<file path="config.mk">
export PLATFORM = sky130hd
export DESIGN_NAME = freq_counter_flat
export DESIGN_NICKNAME = d
export VERILOG_FILES = /design/src/rtl/freq_counter_if.sv /design/src/rtl/freq_counter.sv /design/src/flat_wrapper.sv
export SDC_FILE = /design/constraint.sdc
export NUM_CORES = 1
export LEC_CHECK = 0
export ABC_AREA = 1
export CORE_MARGIN = 1.5
export CORE_UTILIZATION = 54
export CTS_CLUSTER_SIZE = 24
export DETAILED_ROUTE_END_ITERATION = 16
export GPL_TIMING_DRIVEN = 0
export PLACE_DENSITY = 0.74
export SETUP_SLACK_MARGIN = 0.1
export SLEW_MARGIN = 0
export SYNTH_ARGS = -nofsm -noshare
export SYNTH_HDL_FRONTEND = slang
export SYNTH_SLANG_ARGS = --single-unit
</file>
<file path="constraint.sdc">
create_clock -name clk -period 4 [get_ports clk]
set_input_delay 0.8 -clock clk [delete_from_list [all_inputs] [get_ports clk]]
set_output_delay 0.8 -clock clk [all_outputs]
set_load 0.01 [all_outputs]
</file>
<file path="src/rtl/freq_counter_if.sv">
// Measurement bus of the QCM frequency counter: enable and oscillator input
// toward the counter, frequency word with its valid pulse and overflow flag back.
interface freq_counter_if #(
    parameter int F_WIDTH = 14
);
    logic               en;
    logic               sig_in;
    logic [F_WIDTH-1:0] f;
    logic               f_valid;
    logic               ovf;

    modport master (
        output en,
        output sig_in,
        input  f,
        input  f_valid,
        input  ovf
    );

    modport slave (
        input  en,
        input  sig_in,
        output f,
        output f_valid,
        output ovf
    );
endinterface

</file>
<file path="src/rtl/freq_counter.sv">
// QCM oscillator frequency counter: counts synchronized rising edges of sig_in
// over back-to-back gate windows of GATE_CYCLES clocks and publishes the
// saturating count as the frequency word f (kHz with 8 MHz clk and 1 ms gate).
module freq_counter #(
    parameter int F_WIDTH     = 14,
    parameter int GATE_CYCLES = 8000,
    parameter int GATE_W      = 13
) (
    input  logic          clk,
    input  logic          rst,
    freq_counter_if.slave bus
);
    typedef enum logic [1:0] {
        IDLE  = 2'd0,
        ARM   = 2'd1,
        COUNT = 2'd2
    } state_t;

    localparam logic [F_WIDTH-1:0] CNT_MAX   = {F_WIDTH{1'b1}};
    localparam logic [F_WIDTH-1:0] CNT_ONE   = F_WIDTH'(1);
    localparam logic [GATE_W-1:0]  GATE_LAST = GATE_W'(GATE_CYCLES - 1);
    localparam logic [GATE_W-1:0]  ARM_LAST  = GATE_W'(2);
    localparam logic [GATE_W-1:0]  GATE_ONE  = GATE_W'(1);

    state_t             state;
    state_t             state_next;
    logic               s1;
    logic               s2;
    logic               s3;
    logic               edge_seen;
    logic [GATE_W-1:0]  gate_cnt;
    logic [F_WIDTH-1:0] edge_cnt;
    logic [F_WIDTH-1:0] cnt_upd;
    logic               sat;
    logic               sat_upd;
    logic               arm_done;
    logic               gate_done;
    logic [F_WIDTH-1:0] f_word;
    logic               ovf_flag;
    logic               valid_pulse;

    // The synchronizer regs start at 0, so a sig_in already high at reset
    // release shows up as one rising edge.
    assign edge_seen = s2 & ~s3;
    assign arm_done  = (gate_cnt == ARM_LAST);
    assign gate_done = (gate_cnt == GATE_LAST);

    // Three-flop synchronizer for the asynchronous oscillator input.
    always_ff @(posedge clk or posedge rst) begin
        if (rst) begin
            s1 <= 1'b0;
            s2 <= 1'b0;
            s3 <= 1'b0;
        end else begin
            s1 <= bus.sig_in;
            s2 <= s1;
            s3 <= s2;
        end
    end

    // Saturating edge count including this cycle's edge; the count never wraps.
    always_comb begin
        cnt_upd = edge_cnt;
        sat_upd = sat;
        if (edge_seen) begin
            if (edge_cnt == CNT_MAX) begin
                sat_upd = 1'b1;
            end else begin
                cnt_upd = edge_cnt + CNT_ONE;
            end
        end
    end

    // FSM state register.
    always_ff @(posedge clk or posedge rst) begin
        if (rst) begin
            state <= IDLE;
        end else begin
            state <= state_next;
        end
    end

    // FSM next state: ARM flushes stale synchronizer contents before counting.
    always_comb begin
        state_next = state;
        case (state)
            IDLE: begin
                if (bus.en) begin
                    state_next = ARM;
                end
            end
            ARM: begin
                if (!bus.en) begin
                    state_next = IDLE;
                end else if (arm_done) begin
                    state_next = COUNT;
                end
            end
            COUNT: begin
                if (!bus.en) begin
                    state_next = IDLE;
                end
            end
            default: state_next = IDLE;
        endcase
    end

    // Gate and edge counters; a finished window restarts them in the same
    // cycle so consecutive windows have no dead time.
    always_ff @(posedge clk or posedge rst) begin
        if (rst) begin
            gate_cnt <= '0;
            edge_cnt <= '0;
            sat      <= 1'b0;
        end else begin
            case (state)
                ARM: begin
                    gate_cnt <= (bus.en && !arm_done) ? gate_cnt + GATE_ONE : '0;
                    edge_cnt <= '0;
                    sat      <= 1'b0;
                end
                COUNT: begin
                    if (!bus.en || gate_done) begin
                        gate_cnt <= '0;
                        edge_cnt <= '0;
                        sat      <= 1'b0;
                    end else begin
                        gate_cnt <= gate_cnt + GATE_ONE;
                        edge_cnt <= cnt_upd;
                        sat      <= sat_upd;
                    end
                end
                default: begin
                    gate_cnt <= '0;
                    edge_cnt <= '0;
                    sat      <= 1'b0;
                end
            endcase
        end
    end

    // Publish the completed window; a window abandoned by en=0 leaves f/ovf untouched.
    always_ff @(posedge clk or posedge rst) begin
        if (rst) begin
            f_word      <= '0;
            ovf_flag    <= 1'b0;
            valid_pulse <= 1'b0;
        end else begin
            valid_pulse <= 1'b0;
            if (state == COUNT && bus.en && gate_done) begin
                f_word      <= cnt_upd;
                ovf_flag    <= sat_upd;
                valid_pulse <= 1'b1;
            end
        end
    end

    assign bus.f       = f_word;
    assign bus.ovf     = ovf_flag;
    assign bus.f_valid = valid_pulse;
endmodule

</file>
<file path="src/flat_wrapper.sv">
// flat-port wrapper written by rule: the top's interface ports become plain ports
module freq_counter_flat 
#(
    parameter int F_WIDTH     = 14,
    parameter int GATE_CYCLES = 8000,
    parameter int GATE_W      = 13
)
  (clk, rst, bus_en, bus_sig_in, bus_f, bus_f_valid, bus_ovf);
  freq_counter_if #(.F_WIDTH(F_WIDTH)) bus_i ();
  input  logic clk;
  input  logic rst;
  input wire logic [$bits(bus_i.en)-1:0] bus_en;
  input wire logic [$bits(bus_i.sig_in)-1:0] bus_sig_in;
  output wire logic [$bits(bus_i.f)-1:0] bus_f;
  output wire logic [$bits(bus_i.f_valid)-1:0] bus_f_valid;
  output wire logic [$bits(bus_i.ovf)-1:0] bus_ovf;
  assign bus_i.en = bus_en;
  assign bus_i.sig_in = bus_sig_in;
  assign bus_f = bus_i.f;
  assign bus_f_valid = bus_i.f_valid;
  assign bus_ovf = bus_i.ovf;
  freq_counter #(.F_WIDTH(F_WIDTH), .GATE_CYCLES(GATE_CYCLES), .GATE_W(GATE_W)) u_core (.clk(clk), .rst(rst), .bus(bus_i));
endmodule
</file>
Word-level counts from Yosys, hierarchy flattened
Cells that the tools add are included.

cells by class
  add/sub/neg operators = 2
  eq/ne operators = 8
  muxes and demuxes = 17
  bitwise logic cells = 2
  reduce and logical (&&, ||, !) cells = 8

operators by type and width
  kind                   count
  $mux 14                4
  $mux 13                2
  $pmux 13 s2            1
  $add 14x1->14 const B  1
  $eq 14x14->1 const B   1
  $add 13x1->13 const B  1
  $eq 13x13->1 const B   1
  $eq 13x2->1 const B    1
  $mux 2                 4
  $pmux 2 s3             1
  $mux 1                 5
  $ne 2x2->1 const B     2
  $logic_and 1x1->1      3
  $ne 3x2->1 const B     1
  $reduce_and 3->1       1
  $eq 2x1->1 const B     1
  $eq 2x2->1 const B     1
  $logic_not 1->1        2
  $logic_not 2->1        1
  $and 1x1->1            1
  $logic_or 1x1->1       1
  $not 1->1              1

storage, ports and cells
  bits in registers = 49
  input bits = 4
  output and inout bits = 16
  logic and storage cells = 47

Depth between registers and ports, before layout
Gate-level depths: netlist (run 1).

  word-level depth = 5
  gate-level depth with buffers = 12

Worst setup path before layout (run 1)
Ideal clock, no wire load.

  path kind = in2reg
  start = in bus_en
  end = reg u_core.gate_cnt[2]
  library setup time = 120 ps
  arrival = 1390 ps
  data required time = 3880 ps
  slack = 2490 ps
  stages = 7
  path buffers = 1
  cells stage by stage = nand2_1 inv_1 nand2_4 nand2_2 nand2_1 buf_6 nor2_1

on the way
  word-level cells in the longest chain between the ends = 4

ends and longest elaborated chain
  what                  line                 text
  start, declared       flat_wrapper.sv:12   input wire logic [$bits(bus_i.en)-1:0] bus_en;
  $logic_not 1->1       -
  $logic_or 1x1->1      freq_counter.sv:123  if (!bus.en || gate_done) begin
  $mux 13               freq_counter.sv:123
  $pmux 13 s2 *         freq_counter.sv:116  case (state)
  end signal, assigned  freq_counter.sv:118  gate_cnt <= (bus.en && !arm_done) ? gate_cnt + GATE_ONE : '0;
  end signal, assigned  freq_counter.sv:128  gate_cnt <= gate_cnt + GATE_ONE;
  end, declared         freq_counter.sv:31   logic [GATE_W-1:0] gate_cnt;

Every way passes the cells marked *; elsewhere a longest branch is shown, timed or not.
A chain may end at the register's enable or synchronous reset.

Worst setup path after layout (run 1)
  start = reg u_core.f_word[5] (netlist: u_core.bus.f[5])
  end = out bus_f[5]

RTL lines
  what                    line                 text
  start, declared         freq_counter.sv:38   logic [F_WIDTH-1:0] f_word;
  start signal, assigned  freq_counter.sv:151  f_word <= cnt_upd;
  end, declared           flat_wrapper.sv:14   output wire logic [$bits(bus_i.f)-1:0] bus_f;

No word-level cell between the ends.

==> results.tsv, run 1 <==
stage	metric	value	unit
status	status	finished clean	
timing	finalHoldViolations	0	
drt	first_pass_iters	4	
timing	post-route-period-util	50.70	%
critical_path	path_buf_inv	1	
cells_and_area	stdcell_area	0.002859	mm^2
yosys	ys_types	26	
timing	clock_skew	0.008788	ns
yosys	syn_nets	323	
place	portBuffers	19	
yosys	synth-seq-cells	49	
yosys	yosysTopAreaCellShare	49.37	%
critical_path	path_cells	clkdlybuf4s50_1	
drt	ant_nets	0	
pwr	pwr_density_cell	330.1	mW/mm^2
drt	drt_wl_total	4.206	mm
pwr	power_frac_seq	55.2	%
clock_network	cts_num_sinks	49	
critical_path	r2r-start	u_core.gate_cnt[1]$_DFF_PP0_	
clock_network	cts_setup_buffers	0	
critical_path	cp-startpoint	u_core.bus.f[5]$_DFFE_PP0P_	
place	dp.final_hpwl	3.213	mm
floorplanning	initial_core_util	56.65	%
timing	fin_crit	2.028	ns
global_route	grt_pass1_wl	7.921	mm
pwr	combPwrFrac	12.0	%
critical_path	cp_top_family	buffers and inverters	
place	globalplace.congestion	0.8258	
timing	holdWs	0.3530	ns
critical_path	rrSetupSlack	2.32	ns
yosys	ys_seq_area_share	49.37	%
critical_path	cp_slowest_cell	clkdlybuf4s50_1	
floorplanning	core_area	0.004384	mm^2
yosys	synth_top_area_cell	dfrtp_1	
critical_path	crit_end	bus_f[5]	
cells_and_area	final_nets	350	
pwr	switching_share	26.62	%
place	place_area	0.002759	mm^2
drt	drt-initial-drc-count	169	
timing	slew_violations	0	
yosys	synth_cells	313	
timing	rsz0062_at_grt	false	
pwr	ir_drop	191.7	uV
clock_network	cts.path.max_buffers	2	
critical_path	crit_type	reg2out	
place	placedCellCount	385	
timing	fmax	493.1	MHz
pwr	p_switching	0.2512	mW
clock_network	cts_tree	done	
yosys	syn_avg_cell_area	7.935	um^2
global_route	grt_pass1_vias	1880	
global_route	overflow	0	
clock_network	root_buffer	clkbuf_8	
clock_network	cts_resized	0	
yosys	yosysWarnings	0	
job	drv_cap	0	
cells_and_area	n_fill_cell	371	
yosys	synth_area	0.002484	mm^2
critical_path	cp.depth	1	
floorplanning	io_pins	20	
clock_network	cts_hold_buf	0	
pwr	p_int	0.6925	mW
floorplanning	die_h	70.82	um
critical_path	cp_max_fo	2	
drt	wl_per_cell	10.70	um
drt	viasPerCell	4.789	
place	preCtsSetupSlack	1.849	ns
critical_path	r2r_end	u_core.gate_cnt[5]$_DFF_PP0_	
global_route	grt_max_degree	38	
drt	num_vias	1882	
critical_path	slowest_delay	0.54	ns
timing	slew_headroom	81.28	%
critical_path	start_kind	register	
hold_path	hp-class	reg2reg	
cells_and_area	antenna_cells	0	
critical_path	worst_ep_arrival_time	1.23	ns
cells_and_area	multiInputGateArea	0.001082	mm^2
floorplanning	dieArea	0.005015	mm^2
critical_path	rr_worst_depth	9	
cells_and_area	stdcell_count	393	
global_route	antenna_found_initial	0	
cells_and_area	seqCellArea	0.001226	mm^2
drt	post-route-drc-count	0	
clock_network	clk_pin_slew_worst_paths	0.09	ns
timing	worst_pin_slew	0.2779	ns
global_route	grt_use_total	19.82	%
clock_network	cts_buffers	5	
pwr	clkPwrFrac	32.8	%
timing	setup_viol	0	
critical_path	cp_data_required_time	3.20	ns
clock_network	cts_max_level	2	
floorplanning	row_count	24	
clock_network	clk_latency	0.30	ns
timing	tns	0	ns
pwr	p_leak	1.397	nW
cells_and_area	drive_above_1_share	8.211	%
critical_path	worst_setup_path_end_kind	output pin	
cells_and_area	area_growth	15.11	%
timing	layout_setup_ws	1.972	ns
yosys	synth_area_leaders	dfrtp_1 49%, nand2_1 16%, nor2_1 7.7%, inv_1 4.8%, nand3_1 4.0%	
floorplanning	die_x	70.82	um
==> synth_stat cells, drive strengths merged <==
cell / count
a21oi: 7
nor2: 52
o21bai: 1
xor2: 9
nand4: 3
nor3: 2
o21ai: 11
nor2b: 1
clkinv: 1
nand2: 106
ha: 6
dfrtp: 49
nand3: 21
buf: 6
nand3b: 1
xnor2: 4
inv: 33
==> power groups by stage <==
stage	registers, mW	logic (mW)	clock network [mW]
4_1_cts	0.521	0.116	0.322
5_1_grt	0.524	0.133	0.341
2_1_floorplan	0.529	0.0884	0
6_report	0.521	0.113	0.310
3_3_place_gp	0.531	0.111	0
3_5_place_dp	0.531	0.116	0
==> registers in the layout, indices dropped and copies added (netlist names) <==
| name | cells |
|---|---|
| u_core.bus.f | 14 |
| u_core.edge_cnt | 14 |
| u_core.gate_cnt | 13 |
| u_core.state | 2 |
| u_core.bus.f_valid | 1 |
| u_core.bus.ovf | 1 |
| u_core.s1 | 1 |
| u_core.s2 | 1 |
| u_core.s3 | 1 |
| u_core.sat | 1 |
==> layout by cell type, fill, tap and decap left out, drive strengths merged <==
cell	count
a21oi	7
nor2b	1
buf	7
xor2	9
inv	34
xnor2	4
nor3	2
o21ai	11
clkinv	2
nand3b	1
ha	6
nand2	106
nand3	21
dfrtp	49
nor2	52
clkbuf	6
nand4	3
clkdlybuf4s50	19
o21bai	1
==> worst min-delay path by stage <==
stage	slack, ns	depth (start not counted)	end	startpoint
after floorplan	0.33	0	u_core.s2$_DFF_PP0_	u_core.s1$_DFF_PP0_
after global placement	0.33	0	u_core.s2$_DFF_PP0_	u_core.s1$_DFF_PP0_
after detailed placement	0.34	0	u_core.s2$_DFF_PP0_	u_core.s1$_DFF_PP0_
after CTS	0.36	0	u_core.s2$_DFF_PP0_	u_core.s1$_DFF_PP0_
after global routing	0.38	0	u_core.s2$_DFF_PP0_	u_core.s1$_DFF_PP0_
final	0.35	0	u_core.s2$_DFF_PP0_	u_core.s1$_DFF_PP0_
==> metrics by stage <==
stage	util [%]	power, mW
after floorplan	-	0.6173
after global placement	62.47	0.6420
after detailed placement	62.93	0.6471
after CTS	65.21	0.9598
after global routing	65.21	0.9976
final	65.21	0.9437
==> metal layers <==
layer  global-route usage [%]  routed length (um)
met5                        0                   0
met4                    6.080                  34
met3                    5.128                  85
met2                    33.64                2085
met1                    25.02                2001
==> cell families (layout without fill, tap and decap cells) <==
family	after synthesis	count (layout)	synth area share, %
AO/OA/AOI/OAI	19	19	4.685
XOR/XNOR	13	13	4.584
adder cells (fa/ha/maj)	6	6	3.023
buffers and inverters	40	68	7.053
flip-flops	49	49	49.37
AND/OR/NAND/NOR	186	186	31.28
==> final cells by class <==
class	instances	area share (%)
flip-flops and latches	49	42.89
repair buffers	20	7.352
multi-input cells	224	37.86
plain buffers	6	1.663
clock buffers	6	2.888
inverters	34	4.464
clock inverters	2	0.6127
well taps	52	2.276
(Power assumes the default switching activity.)
==> run 2, diff against run 1 <==
Clock period 4 ns to 1.9 ns, I/O delays scaled along.
==> run 2 against run 1 <==
  * Cell count is 1.3% higher
  * Flip-flop and latch count unchanged
  * Largest cell class unchanged
  * Clock power rose by 110%
  * Combinational power is 120% higher
  * Sequential power up 110%
  * Critical path depth grew 8
  * Hold slack lost 0.026 ns
==> results.tsv, run 2 (synthesis results as in run 1) <==
stage	metric	value	unit	change
timing	worst_pin_slew	0.2865	ns	+0.008626 ns
job	drv_cap	0		unchanged
global_route	grt_pass1_vias	1880		unchanged
floorplanning	die_h	70.82	um	unchanged
critical_path	worst_ep_arrival_time	1.89	ns	+0.66 ns
drt	viasPerCell	4.822		+0.69%
drt	num_vias	1919		+2.0%
critical_path	cp-startpoint	u_core.gate_cnt[1]$_DFF_PP0_		
drt	drt-initial-drc-count	171		+1.2%
clock_network	cts.path.max_buffers	2		unchanged
clock_network	root_buffer	clkbuf_8		
drt	ant_nets	0		unchanged
global_route	antenna_found_initial	0		unchanged
clock_network	cts_max_level	2		unchanged
floorplanning	initial_core_util	56.65	%	unchanged
clock_network	cts_tree	done		
critical_path	r2r-start	u_core.gate_cnt[1]$_DFF_PP0_		
timing	rsz0062_at_grt	false		
critical_path	path_buf_inv	1		unchanged
place	globalplace.congestion	0.8258		unchanged
critical_path	cp_slowest_cell	dfrtp_1		
global_route	grt_max_degree	38		unchanged
cells_and_area	final_nets	355		+1.4%
timing	fin_crit	1.701	ns	
critical_path	path_cells	ha_1 > nand3_2 > nor3_4 > nand2_2 > nand2_4 > nand2_2 > nand2_1 > buf_6 > nor2_1		
critical_path	cp_data_required_time	2.09	ns	-1.11 ns
cells_and_area	antenna_cells	0		unchanged
critical_path	crit_type	reg2reg		
clock_network	cts_buffers	5		unchanged
critical_path	cp_top_family	simple AND/OR/NAND/NOR gates		
floorplanning	dieArea	0.005015	mm^2	unchanged
hold_path	hp-class	in2async		
critical_path	worst_setup_path_end_kind	register		
timing	finalHoldViolations	0		unchanged
place	portBuffers	19		unchanged
critical_path	cp_max_fo	10		+8
timing	setup_viol	0		unchanged
cells_and_area	n_fill_cell	366		-1.3%
timing	slew_headroom	80.70	%	-0.58 points
drt	wl_per_cell	10.84	um	+1.3%
global_route	overflow	0		unchanged
timing	slew_violations	0		unchanged
floorplanning	row_count	24		unchanged
cells_and_area	area_growth	16.83	%	
clock_network	cts_num_sinks	49		unchanged
clock_network	clk_pin_slew_worst_paths	0.09	ns	about the same
timing	fmax	587.9	MHz	
global_route	grt_pass1_wl	7.921	mm	unchanged
critical_path	slowest_delay	0.39	ns	-0.15 ns
timing	post-route-period-util	89.52	%	
drt	drt_wl_total	4.316	mm	+2.6%
cells_and_area	final_common_cell	nand2_1		
timing	clock_skew	0.007706	ns	-0.001082 ns
cells_and_area	fin_util	66.18	%	+0.97 points
critical_path	start_kind	register		
drt	post-route-drc-count	0		unchanged
critical_path	crit_top_cell	nand2_2		
drt	first_pass_iters	4		unchanged
clock_network	clk_latency	0.30	ns	about the same
status	status	finished clean		
pwr	ir_drop	403.3	uV	+110%
pwr	pwr_density_cell	689.5	mW/mm^2	+110%
cells_and_area	drive_above_1_share	10.12	%	+1.9 points
floorplanning	die_x	70.82	um	unchanged
floorplanning	core_area	0.004384	mm^2	unchanged
pwr	p_leak	1.420	nW	+1.7%
place	preCtsSetupSlack	0.1690	ns	-1.680 ns
place	dp.final_hpwl	3.213	mm	unchanged
cells_and_area	final_cell_mix	103 x nand2_1, 50 x nor2_1, 49 x dfrtp_1, 31 x inv_1, 20 x nand3_1		
timing	layout_setup_ws	0.1991	ns	-1.773 ns
global_route	grt_use_total	19.82	%	unchanged
floorplanning	io_pins	20		unchanged
==> run 2: metrics by stage <==
step	std cells	power [mW]	TNS (ns)	cell area, um^2	hold WS (ns)
2_1_floorplan	313	1.300	0	2484	0.3312
3_3_place_gp	384	1.352	-27.14	2739	0.3337
3_5_place_dp	385	1.362	0	2759	0.3358
4_1_cts	393	2.021	0	2859	0.3234
5_1_grt	398	2.115	0	2902	0.3534
6_report	398	2.001	0	2902	0.3269
==> run 2: area by class of cell <==
cell class	count	area, um^2	share of cell area [%]
tap	52	65.06	2.242
buffer	6	47.55	1.639
timing repair buffer	25	247.7	8.538
sequential	49	1226	42.26
multi-input combinational	224	1087	37.47
clock inverter	2	17.52	0.6037
clock buffer	6	82.58	2.846
inverter	34	127.6	4.398
==> run 2: worst register-to-register path, stage by stage, from the launching register on <==
cell	delay, ns
dfrtp_1	0.39
ha_1	0.21
nand3_2	0.14
nor3_4	0.23
nand2_2	0.12
nand2_4	0.12
nand2_2	0.06
nand2_1	0.11
buf_6	0.16
nor2_1	0.05
==> run 2: report_power, final <==
group	switching, mW	leakage (nW)	internal [mW]
logic	0.161	0.694	0.0931
clock network	0.347	0.0518	0.302
registers	0.0236	0.675	1.07
==> run 2: final timing paths <==
kind,endpoint,slack (ns),cells after the start
setup / recovery,u_core.gate_cnt[5]$_DFF_PP0_,0.20,9
setup reg to reg,u_core.gate_cnt[5]$_DFF_PP0_,0.20,9
hold / removal,u_core.gate_cnt[6]$_DFF_PP0_,0.33,2
min in group clk,u_core.s2$_DFF_PP0_,0.35,0
hold reg to reg,u_core.s2$_DFF_PP0_,0.35,0
max in group asynchronous,u_core.bus.f[7]$_DFFE_PP0P_,1.10,3
==> run 2: metal layers <==
metal / wire length, um / track usage, % / vias to the layer above / share of wire (%)
li1: - / - / 1027 / -
met4: 34 / 6.080 / 0 / 0.79
met5: 0 / 0 / - / 0
met1: 2014 / 25.02 / 872 / 47
met2: 2176 / 33.64 / 16 / 50
met3: 90 / 5.128 / 4 / 2.1
==> run 2: repair_timing <==
item / CTS / global route
resized for setup: 0 / 2
hold buffers: 0 / 0
endpoints found under the setup margin: 0 / 24
setup buffers: 0 / 5
==> run 3, diff against run 2 <==
Settings changed: SLEW_MARGIN 0 to default.
==> results of run 3 <==
No change in the layout: final DEF, timing and power equal those of run 2.
